File: config.mk
export PLATFORM = sky130hd
export DESIGN_NAME = core_sequencer_flat
export DESIGN_NICKNAME = d
export VERILOG_FILES = /design/src/rtl/core_sequencer_if.sv /design/src/rtl/core_sequencer.sv /design/src/flat_wrapper.sv
export SDC_FILE = /design/constraint.sdc
export NUM_CORES = 2
export LEC_CHECK = 0
export BUFFER_PORTS_ARGS = -buffer_cell sky130_fd_sc_hd__buf_2
export CAP_MARGIN = 20
export CORE_MARGIN = 4
export CORE_UTILIZATION = 55
export DETAILED_ROUTE_END_ITERATION = 12
export PLACE_DENSITY = 0.72
export SYNTH_ARGS = -nofsm -noshare
export SYNTH_HDL_FRONTEND = slang
export SYNTH_SLANG_ARGS = --single-unit
File: constraint.sdc
create_clock -name clk -period 2.43 [get_ports clk]
set_clock_uncertainty 0.05 [all_clocks]
set_input_delay 0.243 -clock clk [delete_from_list [all_inputs] [get_ports clk]]
set_output_delay 0.243 -clock clk [all_outputs]
set_load 0.01 [all_outputs]
File: src/rtl/core_sequencer_if.sv
// Sequencer-side bus: instruction memory port plus execute-stage
// operand/control outputs and result inputs.
interface core_sequencer_if #(
  parameter int AW = 10
);
  logic [AW-1:0] imem_addr;
  logic [31:0]   imem_data;
  logic [31:0]   pc;
  logic [5:0]    instr;
  logic [1:0]    op_type;
  logic [31:0]   s;
  logic [31:0]   t;
  logic [31:0]   imm;
  logic          branch;
  logic          jump;
  logic          is_jr;
  logic          start;
  logic [31:0]   d;
  logic [31:0]   npc;
  logic          uart_state;
  logic          halted;

  modport master (
    output imem_addr, pc, instr, op_type, s, t, imm,
    output branch, jump, is_jr, start, halted,
    input  imem_data, d, npc, uart_state
  );

  modport slave (
    input  imem_addr, pc, instr, op_type, s, t, imm,
    input  branch, jump, is_jr, start, halted,
    output imem_data, d, npc, uart_state
  );
endinterface

File: src/rtl/core_sequencer.sv
// Multi-cycle fetch/decode/regfile stage feeding execute; writes back
// execute's result and follows its next-pc.
module core_sequencer #(
  parameter logic [31:0] RESET_PC    = 32'h0,
  parameter int          EXEC_CYCLES = 3,
  parameter int          IMEM_AW     = 10
) (
  input  logic       clk,
  input  logic       rstn,
  input  logic [2:0] mode,
  core_sequencer_if.master bus
);
  localparam logic [2:0] S_IDLE   = 3'd0;
  localparam logic [2:0] S_FETCH  = 3'd1;
  localparam logic [2:0] S_DECODE = 3'd2;
  localparam logic [2:0] S_EXEC   = 3'd3;
  localparam logic [2:0] S_IO     = 3'd4;
  localparam logic [2:0] S_WB     = 3'd5;
  localparam logic [2:0] S_HALT   = 3'd6;

  localparam logic [5:0] OP_R     = 6'b000000;
  localparam logic [5:0] OP_FPU   = 6'b010001;
  localparam logic [5:0] OP_J     = 6'b000010;
  localparam logic [5:0] OP_JAL   = 6'b000011;
  localparam logic [5:0] OP_BEQ   = 6'b000100;
  localparam logic [5:0] OP_BNE   = 6'b000101;
  localparam logic [5:0] OP_BLEZ  = 6'b000110;
  localparam logic [5:0] OP_BGTZ  = 6'b000111;
  localparam logic [5:0] OP_ADDI  = 6'b001000;
  localparam logic [5:0] OP_ADDIU = 6'b001001;
  localparam logic [5:0] OP_SLTI  = 6'b001010;
  localparam logic [5:0] OP_SLTIU = 6'b001011;
  localparam logic [5:0] OP_ANDI  = 6'b001100;
  localparam logic [5:0] OP_ORI   = 6'b001101;
  localparam logic [5:0] OP_XORI  = 6'b001110;
  localparam logic [5:0] OP_LUI   = 6'b001111;
  localparam logic [5:0] OP_LW    = 6'b100011;
  localparam logic [5:0] OP_LW_S  = 6'b110001;
  localparam logic [5:0] OP_IN    = 6'b111110;
  localparam logic [5:0] OP_OUT   = 6'b111111;
  localparam logic [5:0] F_JR     = 6'b001000;

  logic [2:0]  state;
  logic [3:0]  cnt;
  logic [1:0]  io_ph;
  logic [31:0] pc;
  logic [5:0]  instr;
  logic [1:0]  op_type;
  logic [31:0] s, t, imm;
  logic        branch, jump, is_jr, start, halted;
  logic        wb_en;
  logic [4:0]  wb_dst;
  logic [31:0] rf [32];

  logic [31:0] iw;
  logic [5:0]  opc, fn;
  logic [4:0]  rs, rt, rd, fd;
  logic        run;

  assign iw  = bus.imem_data;
  assign opc = iw[31:26];
  assign fn  = iw[5:0];
  assign rs  = iw[25:21];
  assign rt  = iw[20:16];
  assign rd  = iw[15:11];
  assign fd  = iw[10:6];
  assign run = (mode == 3'd2);

  logic [5:0]  instr_n;
  logic [1:0]  op_type_n;
  logic [31:0] s_n, t_n, imm_n;
  logic        br_n, jmp_n, jr_n, io_n, wen_n;
  logic [4:0]  dst_n;

  always_comb begin
    instr_n   = opc;
    op_type_n = 2'd0;
    s_n       = (rs == 5'd0) ? 32'd0 : rf[rs];
    t_n       = (rt == 5'd0) ? 32'd0 : rf[rt];
    imm_n     = {{16{iw[15]}}, iw[15:0]};
    br_n      = 1'b0;
    jmp_n     = 1'b0;
    jr_n      = 1'b0;
    io_n      = 1'b0;
    wen_n     = 1'b0;
    dst_n     = rt;
    unique case (1'b1)
      (opc == OP_R): begin
        op_type_n = 2'd1;
        instr_n   = fn;
        dst_n     = rd;
        jr_n      = (fn == F_JR);
        case (fn)
          6'b000000, 6'b000010, 6'b000011, 6'b000100,
          6'b000110, 6'b000111, 6'b100000, 6'b100001,
          6'b100010, 6'b100011, 6'b100100, 6'b100101,
          6'b100110, 6'b100111, 6'b101010, 6'b101011:
            wen_n = 1'b1;
          default: wen_n = 1'b0;
        endcase
      end
      (opc == OP_FPU): begin
        op_type_n = 2'd2;
        instr_n   = fn;
        dst_n     = fd;
        wen_n     = (fn[5:3] == 3'b000);
      end
      (opc == OP_J || opc == OP_JAL): begin
        imm_n = {6'b0, iw[25:0]};
        jmp_n = 1'b1;
        if (opc == OP_JAL) begin
          s_n   = pc + 32'd4;
          wen_n = 1'b1;
          dst_n = 5'd31;
        end
      end
      default: begin
        io_n = (opc == OP_IN) || (opc == OP_OUT);
        case (opc)
          OP_ANDI, OP_ORI, OP_XORI: begin
            imm_n = {16'b0, iw[15:0]};
            wen_n = 1'b1;
          end
          OP_ADDI, OP_ADDIU, OP_SLTI, OP_SLTIU,
          OP_LUI, OP_LW, OP_LW_S, OP_IN:
            wen_n = 1'b1;
          OP_BEQ, OP_BNE, OP_BLEZ, OP_BGTZ:
            br_n = 1'b1;
          default: wen_n = 1'b0;
        endcase
      end
    endcase
  end

  always_ff @(posedge clk or negedge rstn) begin
    if (!rstn) begin
      state   <= S_IDLE;
      pc      <= RESET_PC;
      cnt     <= '0;
      io_ph   <= '0;
      instr   <= '0;
      op_type <= '0;
      s       <= '0;
      t       <= '0;
      imm     <= '0;
      branch  <= 1'b0;
      jump    <= 1'b0;
      is_jr   <= 1'b0;
      start   <= 1'b0;
      halted  <= 1'b0;
      wb_en   <= 1'b0;
      wb_dst  <= '0;
    end else if (!run) begin
      state  <= S_IDLE;
      pc     <= RESET_PC;
      start  <= 1'b0;
      halted <= 1'b0;
      branch <= 1'b0;
      jump   <= 1'b0;
      is_jr  <= 1'b0;
    end else begin
      unique case (state)
        S_IDLE:  state <= S_FETCH;
        S_FETCH: state <= S_DECODE;
        S_DECODE: begin
          if (iw == 32'hFFFF_FFFF) begin
            halted <= 1'b1;
            state  <= S_HALT;
          end else begin
            instr   <= instr_n;
            op_type <= op_type_n;
            s       <= s_n;
            t       <= t_n;
            imm     <= imm_n;
            branch  <= br_n;
            jump    <= jmp_n;
            is_jr   <= jr_n;
            start   <= io_n;
            wb_en   <= wen_n;
            wb_dst  <= dst_n;
            cnt     <= '0;
            io_ph   <= '0;
            state   <= S_EXEC;
          end
        end
        S_EXEC: begin
          start <= 1'b0;
          if (start)
            state <= S_IO;
          else if (cnt == 4'(EXEC_CYCLES - 1))
            state <= S_WB;
          else
            cnt <= cnt + 4'd1;
        end
        // busy only rises the cycle after start, so phase 0 skips it
        S_IO: begin
          case (io_ph)
            2'd0: io_ph <= 2'd1;
            2'd1: if (!bus.uart_state) io_ph <= 2'd2;
            default: state <= S_WB;
          endcase
        end
        S_WB: begin
          pc     <= bus.npc;
          branch <= 1'b0;
          jump   <= 1'b0;
          is_jr  <= 1'b0;
          state  <= S_FETCH;
        end
        S_HALT: state <= S_HALT;
        default: state <= S_IDLE;
      endcase
    end
  end

  always_ff @(posedge clk or negedge rstn) begin
    if (!rstn) begin
      for (int i = 0; i < 32; i++) rf[i] <= '0;
    end else if (run && state == S_WB && wb_en && wb_dst != 5'd0) begin
      rf[wb_dst] <= bus.d;
    end
  end

  assign bus.imem_addr = pc[IMEM_AW+1:2];
  assign bus.pc        = pc;
  assign bus.instr     = instr;
  assign bus.op_type   = op_type;
  assign bus.s         = s;
  assign bus.t         = t;
  assign bus.imm       = imm;
  assign bus.branch    = branch;
  assign bus.jump      = jump;
  assign bus.is_jr     = is_jr;
  assign bus.start     = start;
  assign bus.halted    = halted;
endmodule

File: src/flat_wrapper.sv
// flat-port wrapper written by rule: the top's interface ports become plain ports
module core_sequencer_flat 
#(
  parameter logic [31:0] RESET_PC    = 32'h0,
  parameter int          EXEC_CYCLES = 3,
  parameter int          IMEM_AW     = 10
)
  (clk, rstn, mode, bus_imem_addr, bus_pc, bus_instr, bus_op_type, bus_s, bus_t, bus_imm, bus_branch, bus_jump, bus_is_jr, bus_start, bus_halted, bus_imem_data, bus_d, bus_npc, bus_uart_state);
  core_sequencer_if #(.AW(10)) bus_i ();
  input  logic clk;
  input  logic rstn;
  input  logic [2:0] mode;
  output wire logic [$bits(bus_i.imem_addr)-1:0] bus_imem_addr;
  output wire logic [$bits(bus_i.pc)-1:0] bus_pc;
  output wire logic [$bits(bus_i.instr)-1:0] bus_instr;
  output wire logic [$bits(bus_i.op_type)-1:0] bus_op_type;
  output wire logic [$bits(bus_i.s)-1:0] bus_s;
  output wire logic [$bits(bus_i.t)-1:0] bus_t;
  output wire logic [$bits(bus_i.imm)-1:0] bus_imm;
  output wire logic [$bits(bus_i.branch)-1:0] bus_branch;
  output wire logic [$bits(bus_i.jump)-1:0] bus_jump;
  output wire logic [$bits(bus_i.is_jr)-1:0] bus_is_jr;
  output wire logic [$bits(bus_i.start)-1:0] bus_start;
  output wire logic [$bits(bus_i.halted)-1:0] bus_halted;
  input wire logic [$bits(bus_i.imem_data)-1:0] bus_imem_data;
  input wire logic [$bits(bus_i.d)-1:0] bus_d;
  input wire logic [$bits(bus_i.npc)-1:0] bus_npc;
  input wire logic [$bits(bus_i.uart_state)-1:0] bus_uart_state;
  assign bus_imem_addr = bus_i.imem_addr;
  assign bus_pc = bus_i.pc;
  assign bus_instr = bus_i.instr;
  assign bus_op_type = bus_i.op_type;
  assign bus_s = bus_i.s;
  assign bus_t = bus_i.t;
  assign bus_imm = bus_i.imm;
  assign bus_branch = bus_i.branch;
  assign bus_jump = bus_i.jump;
  assign bus_is_jr = bus_i.is_jr;
  assign bus_start = bus_i.start;
  assign bus_halted = bus_i.halted;
  assign bus_i.imem_data = bus_imem_data;
  assign bus_i.d = bus_d;
  assign bus_i.npc = bus_npc;
  assign bus_i.uart_state = bus_uart_state;
  core_sequencer #(.RESET_PC(RESET_PC), .EXEC_CYCLES(EXEC_CYCLES), .IMEM_AW(IMEM_AW)) u_core (.clk(clk), .rstn(rstn), .mode(mode), .bus(bus_i));
endmodule
Word-level counts from Yosys, hierarchy flattened
Memory sizes are Yosys's and may differ from the RTL's.
Index checks and enable logic that the tools add are counted.
W data, S select, Z words.

cells by class
  $add $sub $neg = 2
  order comparisons = 4
  equality and inequality tests = 43
  multiplexer cells = 58
  bitwise operators = 4
  reductions and logical operators = 29

operator list
  cell                     number
  $bwmux W1024             1
  $mux W32                 12
  $bmux W32 S5             2
  $demux W32 S5            1
  $pmux W32 S2             1
  $eq A6 B4 Y1 const B     9
  $add A32 B3 Y32 const B  1
  $eq A32 B32 Y1 const B   1
  $eq A6 B3 Y1 const B     4
  $eq A6 B6 Y1 const B     4
  $ge A6 B6 Y1 const B     3
  $mux W1                  18
  $not A5 Y6               3
  $pmux W3 S6              1
  $mux W3                  5
  $ne A3 B3 Y1 const B     5
  $pmux W5 S3              1
  $eq A6 B2 Y1 const B     2
  $mux W4                  3
  $ne A2 B2 Y1 const B     6
  $pmux W2 S2              3
  $reduce_or A11 Y1        1
  $logic_not A5 Y1         2
  $reduce_and A5 Y1        2
  29 further kinds         49

word-level totals
  flip-flop bits (word level) = 1180
  memory bits (read-only) = 64
  input port bits = 102
  output and inout port bits = 151
  memories = 1

memories
  memory            depth  bits a word  read ports  clocked after memory_dff  write ports  line                  source
  (name not given)  64     1            1           0                         0            core_sequencer.sv:93  case (fn)

Logic depth before layout (Yosys ltp)
  depth in word-level cells = 7
  gate-level depth with buffers = 10
  gate-level depth less buffers = 7

Least setup slack after synthesis
No wires, ideal clock.

  path type = input to register
  from = input bus_imem_data[21]
  to = register u_core.s[11], in the netlist u_core.bus.s[11]
  library setup time = 0.121 ns
  arrival = 2.261 ns
  required time = 2.259 ns
  setup slack = -0.002 ns
  stages on the path = 8
  buffers on the path = 4
  path through = clkbuf_1 buf_4 buf_2 buf_2 mux4_2 a221oi_1 o211ai_1 a22o_1

between the ends
  word-level cells in the longest chain between the ends = 7
  elaborated cells between the ends (all ways) = 11

ends and longest elaborated chain
  element                                       line                   source
  from (decl)                                   flat_wrapper.sv:25     input wire logic [$bits(bus_i.imem_data)-1:0] bus_imem_data;
  $not A5 Y6 (implied by the code)              core_sequencer.sv:78   s_n = (rs == 5'd0) ? 32'd0 : rf[rs];
  $bmux W32 S5                                  core_sequencer.sv:78
  $mux W32 (implied by the code) (2 in series)  core_sequencer.sv:78
  $mux W32                                      core_sequencer.sv:78
  $mux W32                                      core_sequencer.sv:111  if (opc == OP_JAL) begin
  $mux W32                                      core_sequencer.sv:87   unique case (1'b1)
  to (signal assigned)                          core_sequencer.sv:172  s <= s_n;
  to (decl)                                     core_sequencer.sv:49   logic [31:0] s, t, imm;

Several ways; a longest one is shown, not always the timed one. The select of a mux whose other input is x is not followed.
A chain may end at the register's enable or synchronous reset.

Worst setup path after layout
  from = register u_core.state[1]
  to = register u_core.rf[513] (netlist bit)

between the ends
  word-level cells in the longest chain between the ends = 4

ends and longest elaborated chain
  element                            line                   source
  from (decl)                        core_sequencer.sv:43   logic [2:0] state;
  from (signal assigned)             core_sequencer.sv:137  state <= S_IDLE;
  from (signal assigned)             core_sequencer.sv:154  state <= S_IDLE;
  from (signal assigned)             core_sequencer.sv:163  S_IDLE: state <= S_FETCH;
  $eq A3 B3 Y1                       core_sequencer.sv:219  end else if (run && state == S_WB && wb_en && wb_dst != 5'd0) begin
  $logic_and A1 B1 Y1 (3 in series)  core_sequencer.sv:219
  to (signal, indexed assignment)    core_sequencer.sv:220  rf[wb_dst] <= bus.d;
  to (decl)                          core_sequencer.sv:53   logic [31:0] rf [32];

Every way passes these cells.

==> impl_metrics.csv <==
group,metric,value,unit
status,status,"finished, final reports clean",
grt,grt_pass1_wl,299000,um
drt,drt_pre_antenna_iters,6,
logic_synthesis,syn_nets,4346,
worst_setup_path,critPathArrivalTime,2.90,ns
power_and_ir_drop,total_power,42700,uW
logic_synthesis,avgSynthCellArea,14.4,um^2
logic_synthesis,synth_area_leaders,"dfrtp_1 (48%), mux2_2 (19%), mux4_2 (17%)",
drt,final_antenna_net_count,0,
logic_synthesis,yosys.area.top_type_share,0.483,
die,io_pins,253,
place,pre_cts_ws,-0.158,ns
worst_setup_path,critPathKind,"flop to flop",
clock_network,htree_levels,3,
flow_run,maxCapViolations,0,
sta,final_max_slew_viol_count,0,
drt,drc,0,
logic_synthesis,yosysWarningCount,0,
power_and_ir_drop,internal_power,32400,uW
sta,fin_crit,2.36,ns
drt,via_count,43094,
sta,max_freq,0.423,GHz
power_and_ir_drop,p_per_area,591,mW/mm^2
grt,grt_pass1_vias,44258,
finish,area_growth,18.7,%
power_and_ir_drop,combPwrFrac,0.075,
logic_synthesis,synth_enable_flop_cells,0,
die,fp.coreArea,0.109,mm^2
sta,setup_viol,0,
power_and_ir_drop,p_switching,10300,uW
worst_hold_path,hold_class,"input pin to async pin",
logic_synthesis,synthCells,4241,
sta,finalCritPeriodShare,0.973,
sta,hold_viol_final,0,
logic_synthesis,synth_top_area_cell,"dfrtp_1",
power_and_ir_drop,switching_share,0.241,
drt,drt_iter0_drc,4972,
clock_network,root_buffer,"clkbuf_16",
drt,wl_per_cell,32.5,um
grt,antenna_found_initial,11,
sta,tightest_slew,1.18,ns
die,die_x,341,um
place,dpl.hpwl,135000,um
die,die_y,341,um
grt,track_usage,0.348,
logic_synthesis,async_flop_share,1.00,
grt,grt-ovfl-total,0,
finish,fin_nets,4757,
worst_setup_path,cp-start-kind,"flop",
worst_setup_path,critPathRequiredTime,2.97,ns
place,place_area,0.0674,mm^2
logic_synthesis,seq_area_frac_synth,0.483,
place,portBuffers,252,
worst_setup_path,cp_max_fo,21,
grt,grt_max_degree,86,
drt,viasPerCell,6.91,
power_and_ir_drop,leakagePower,0.0345,uW
finish,drive_gt1_frac,0.522,
power_and_ir_drop,p_clk_frac,0.464,
clock_network,cts_tree,"yes",
die,die_area,0.116,mm^2
clock_network,path_clk_slew,0.06,ns
sta,setup_slack,0.0668,ns
power_and_ir_drop,ir_worst_vdd,0.748,mV
finish,utilization,0.661,
clock_network,cts.sinks,1175,
logic_synthesis,synth_seq_cells,1175,
worst_setup_path,critical_path.endpoint_type,"flop",
clock_network,clkLatencyLatePin,0.73,ns
power_and_ir_drop,pwr-share-seq,0.461,
place,gp_congestion,0.930,
sta,slew_headroom,0.212,
die,start_util,0.557,
finish,final_area,0.0722,mm^2
clock_network,cts_buffers,120,
sta,setup_tns,0,ns
drt,wl,202000,um
logic_synthesis,syn_area,0.0609,mm^2
die,core.rowCount,121,
clock_network,cts_buffer_depth,3,
logic_synthesis,ys_types,62,
logic_synthesis,synth-main-ff-cell,"dfrtp_1",
[what timing repair did]
action | 4_1_cts | 5_1_grt
setup endpoints to repair | 1 | 390
gates resized for setup | 1 | 7
gates cloned | 0 | 0
endpoints found under the hold margin | 659 | 0
buffers inserted | 0 | 2
pin swaps | 0 | 2
hold buffers | 58 | 0
[path summary, 6_finish.rpt]
kind	from	to	slack (ns)	cells past startpoint
min in group clk	mode[0]	u_core.bus.halted$_DFFE_PN0P_	0.06	4
worst max register to register	u_core.state[1]$_DFFE_PN0P_	u_core.rf[513]$_DFFE_PN0P_	0.07	8
worst min register to register	u_core.rf[1010]$_DFFE_PN0P_	u_core.rf[1010]$_DFFE_PN0P_	0.32	0
worst min-delay path	rstn	u_core.rf[638]$_DFFE_PN0P_	0.04	2
max in group asynchronous	rstn	u_core.rf[39]$_DFFE_PN0P_	1.20	5
worst max-delay path	u_core.state[1]$_DFFE_PN0P_	u_core.rf[513]$_DFFE_PN0P_	0.07	8
[power by group through the flow]
stage                     combinational, uW  clock, uW  sequential [uW]
after detailed placement               3080          0            20000
final                                  3210      19800            19700
after global placement                 3070          0            20000
after global routing                   3370      20800            19700
after CTS                              3170      19900            19700
after floorplan                        1300          0            20100
[layout by cell type (no fill, tap or decap), types with 44 or more instances in the layout]
| master | n |
|---|---|
| a221oi_1 | 44 |
| a22o_1 | 74 |
| dfrtp_1 | 1174 |
| buf_2 | 244 |
| buf_4 | 322 |
| nand2_1 | 180 |
| mux2i_1 | 173 |
| clkbuf_16 | 121 |
| buf_12 | 139 |
| mux2_2 | 1044 |
| mux4_2 | 458 |
| a21oi_1 | 71 |
| o21ai_0 | 69 |
| nor2_1 | 44 |
| dlygate4sd3_1 | 58 |
[worst max-delay path, cell delays in order (launching register included)]
cell and delay, ns:
dfrtp_1 0.38, nand3b_1 0.23, nor2_4 0.29, buf_4 0.17
nand4_1 0.09, buf_4 0.21, nor2_4 0.18, buf_12 0.25
mux2_2 0.36
[metal layers]
layer,vias to the layer above,global-route usage,part of all wire
li1,17087,-,-
met1,22706,0.467,0.38
met2,2662,0.539,0.45
met3,635,0.0913,0.11
met4,4,0.159,0.055
met5,-,0,0.00013
[area by class of cell]
type	instances	area [um^2]
flip-flops and latches	1175	29400
clock inverters	57	734
repair buffers	770	7100
well taps	1476	1850
clock buffers	169	3510
diodes	5	12.5
inverters	9	33.8
fillers	7588	37100
multi-input cells	2576	29600
[metrics by stage]
| step | hold slack (ns) | std cells |
|---|---|---|
| 3_3_place_gp | 0.183 | 5947 |
| 2_1_floorplan | -0.103 | 4241 |
| 6_report | 0.0434 | 6237 |
| 3_5_place_dp | 0.186 | 5947 |
| 4_1_cts | 0.0150 | 6231 |
| 5_1_grt | 0.0607 | 6232 |
[state kept, by name, indices dropped and copies added, names as in the netlist]
signal / count
u_core.bus.branch: 1
u_core.bus.halted: 1
u_core.bus.imm: 27
u_core.bus.instr: 6
u_core.bus.is_jr: 1
u_core.bus.jump: 1
u_core.bus.op_type: 2
u_core.bus.pc: 32
u_core.bus.s: 32
u_core.bus.start: 1
u_core.bus.t: 32
u_core.cnt: 4
u_core.io_ph: 2
u_core.rf: 1024
u_core.state: 3
u_core.wb_dst: 5
u_core.wb_en: 1
[logic make-up (layout without fill, tap and decap cells)]
group	count (synthesis)	in the layout	synth area share
xor gates and xnor gates	28	28	0.00403
muxes	1686	1686	0.393
other	0	5	0
AOI/OAI and AO/OA	447	447	0.0525
and+or+nand+nor	412	412	0.0324
buffers and inverters	490	1005	0.0343
adders and majority gates	3	3	0.000617
DFF	1175	1175	0.483
[synth_stat cells (5+ instances only)]
| cell type | instances |
|---|---|
| o22ai_1 | 35 |
| o221ai_1 | 42 |
| a32o_1 | 10 |
| nand4_1 | 18 |
| xnor2_1 | 19 |
| nand3b_1 | 6 |
| a31oi_1 | 6 |
| buf_4 | 17 |
| nor3_1 | 17 |
| a22oi_1 | 39 |
| mux2_1 | 11 |
| mux2_2 | 1044 |
| dfrtp_1 | 1175 |
| a221oi_1 | 44 |
| nor3b_1 | 9 |
| o21ai_0 | 69 |
| a22o_1 | 74 |
| xor2_1 | 9 |
| buf_1 | 37 |
| clkbuf_1 | 277 |
| nand2_1 | 199 |
| buf_2 | 150 |
| nand2b_1 | 9 |
| and4_1 | 9 |
| and2_1 | 7 |
| a21oi_1 | 71 |
| nor2b_1 | 18 |
| nor2_1 | 55 |
| a211oi_1 | 20 |
| mux2i_1 | 173 |
| inv_1 | 8 |
| or3_1 | 5 |
| o211ai_1 | 20 |
| nand3_1 | 35 |
| mux4_2 | 458 |
(Power assumes the default switching activity.)
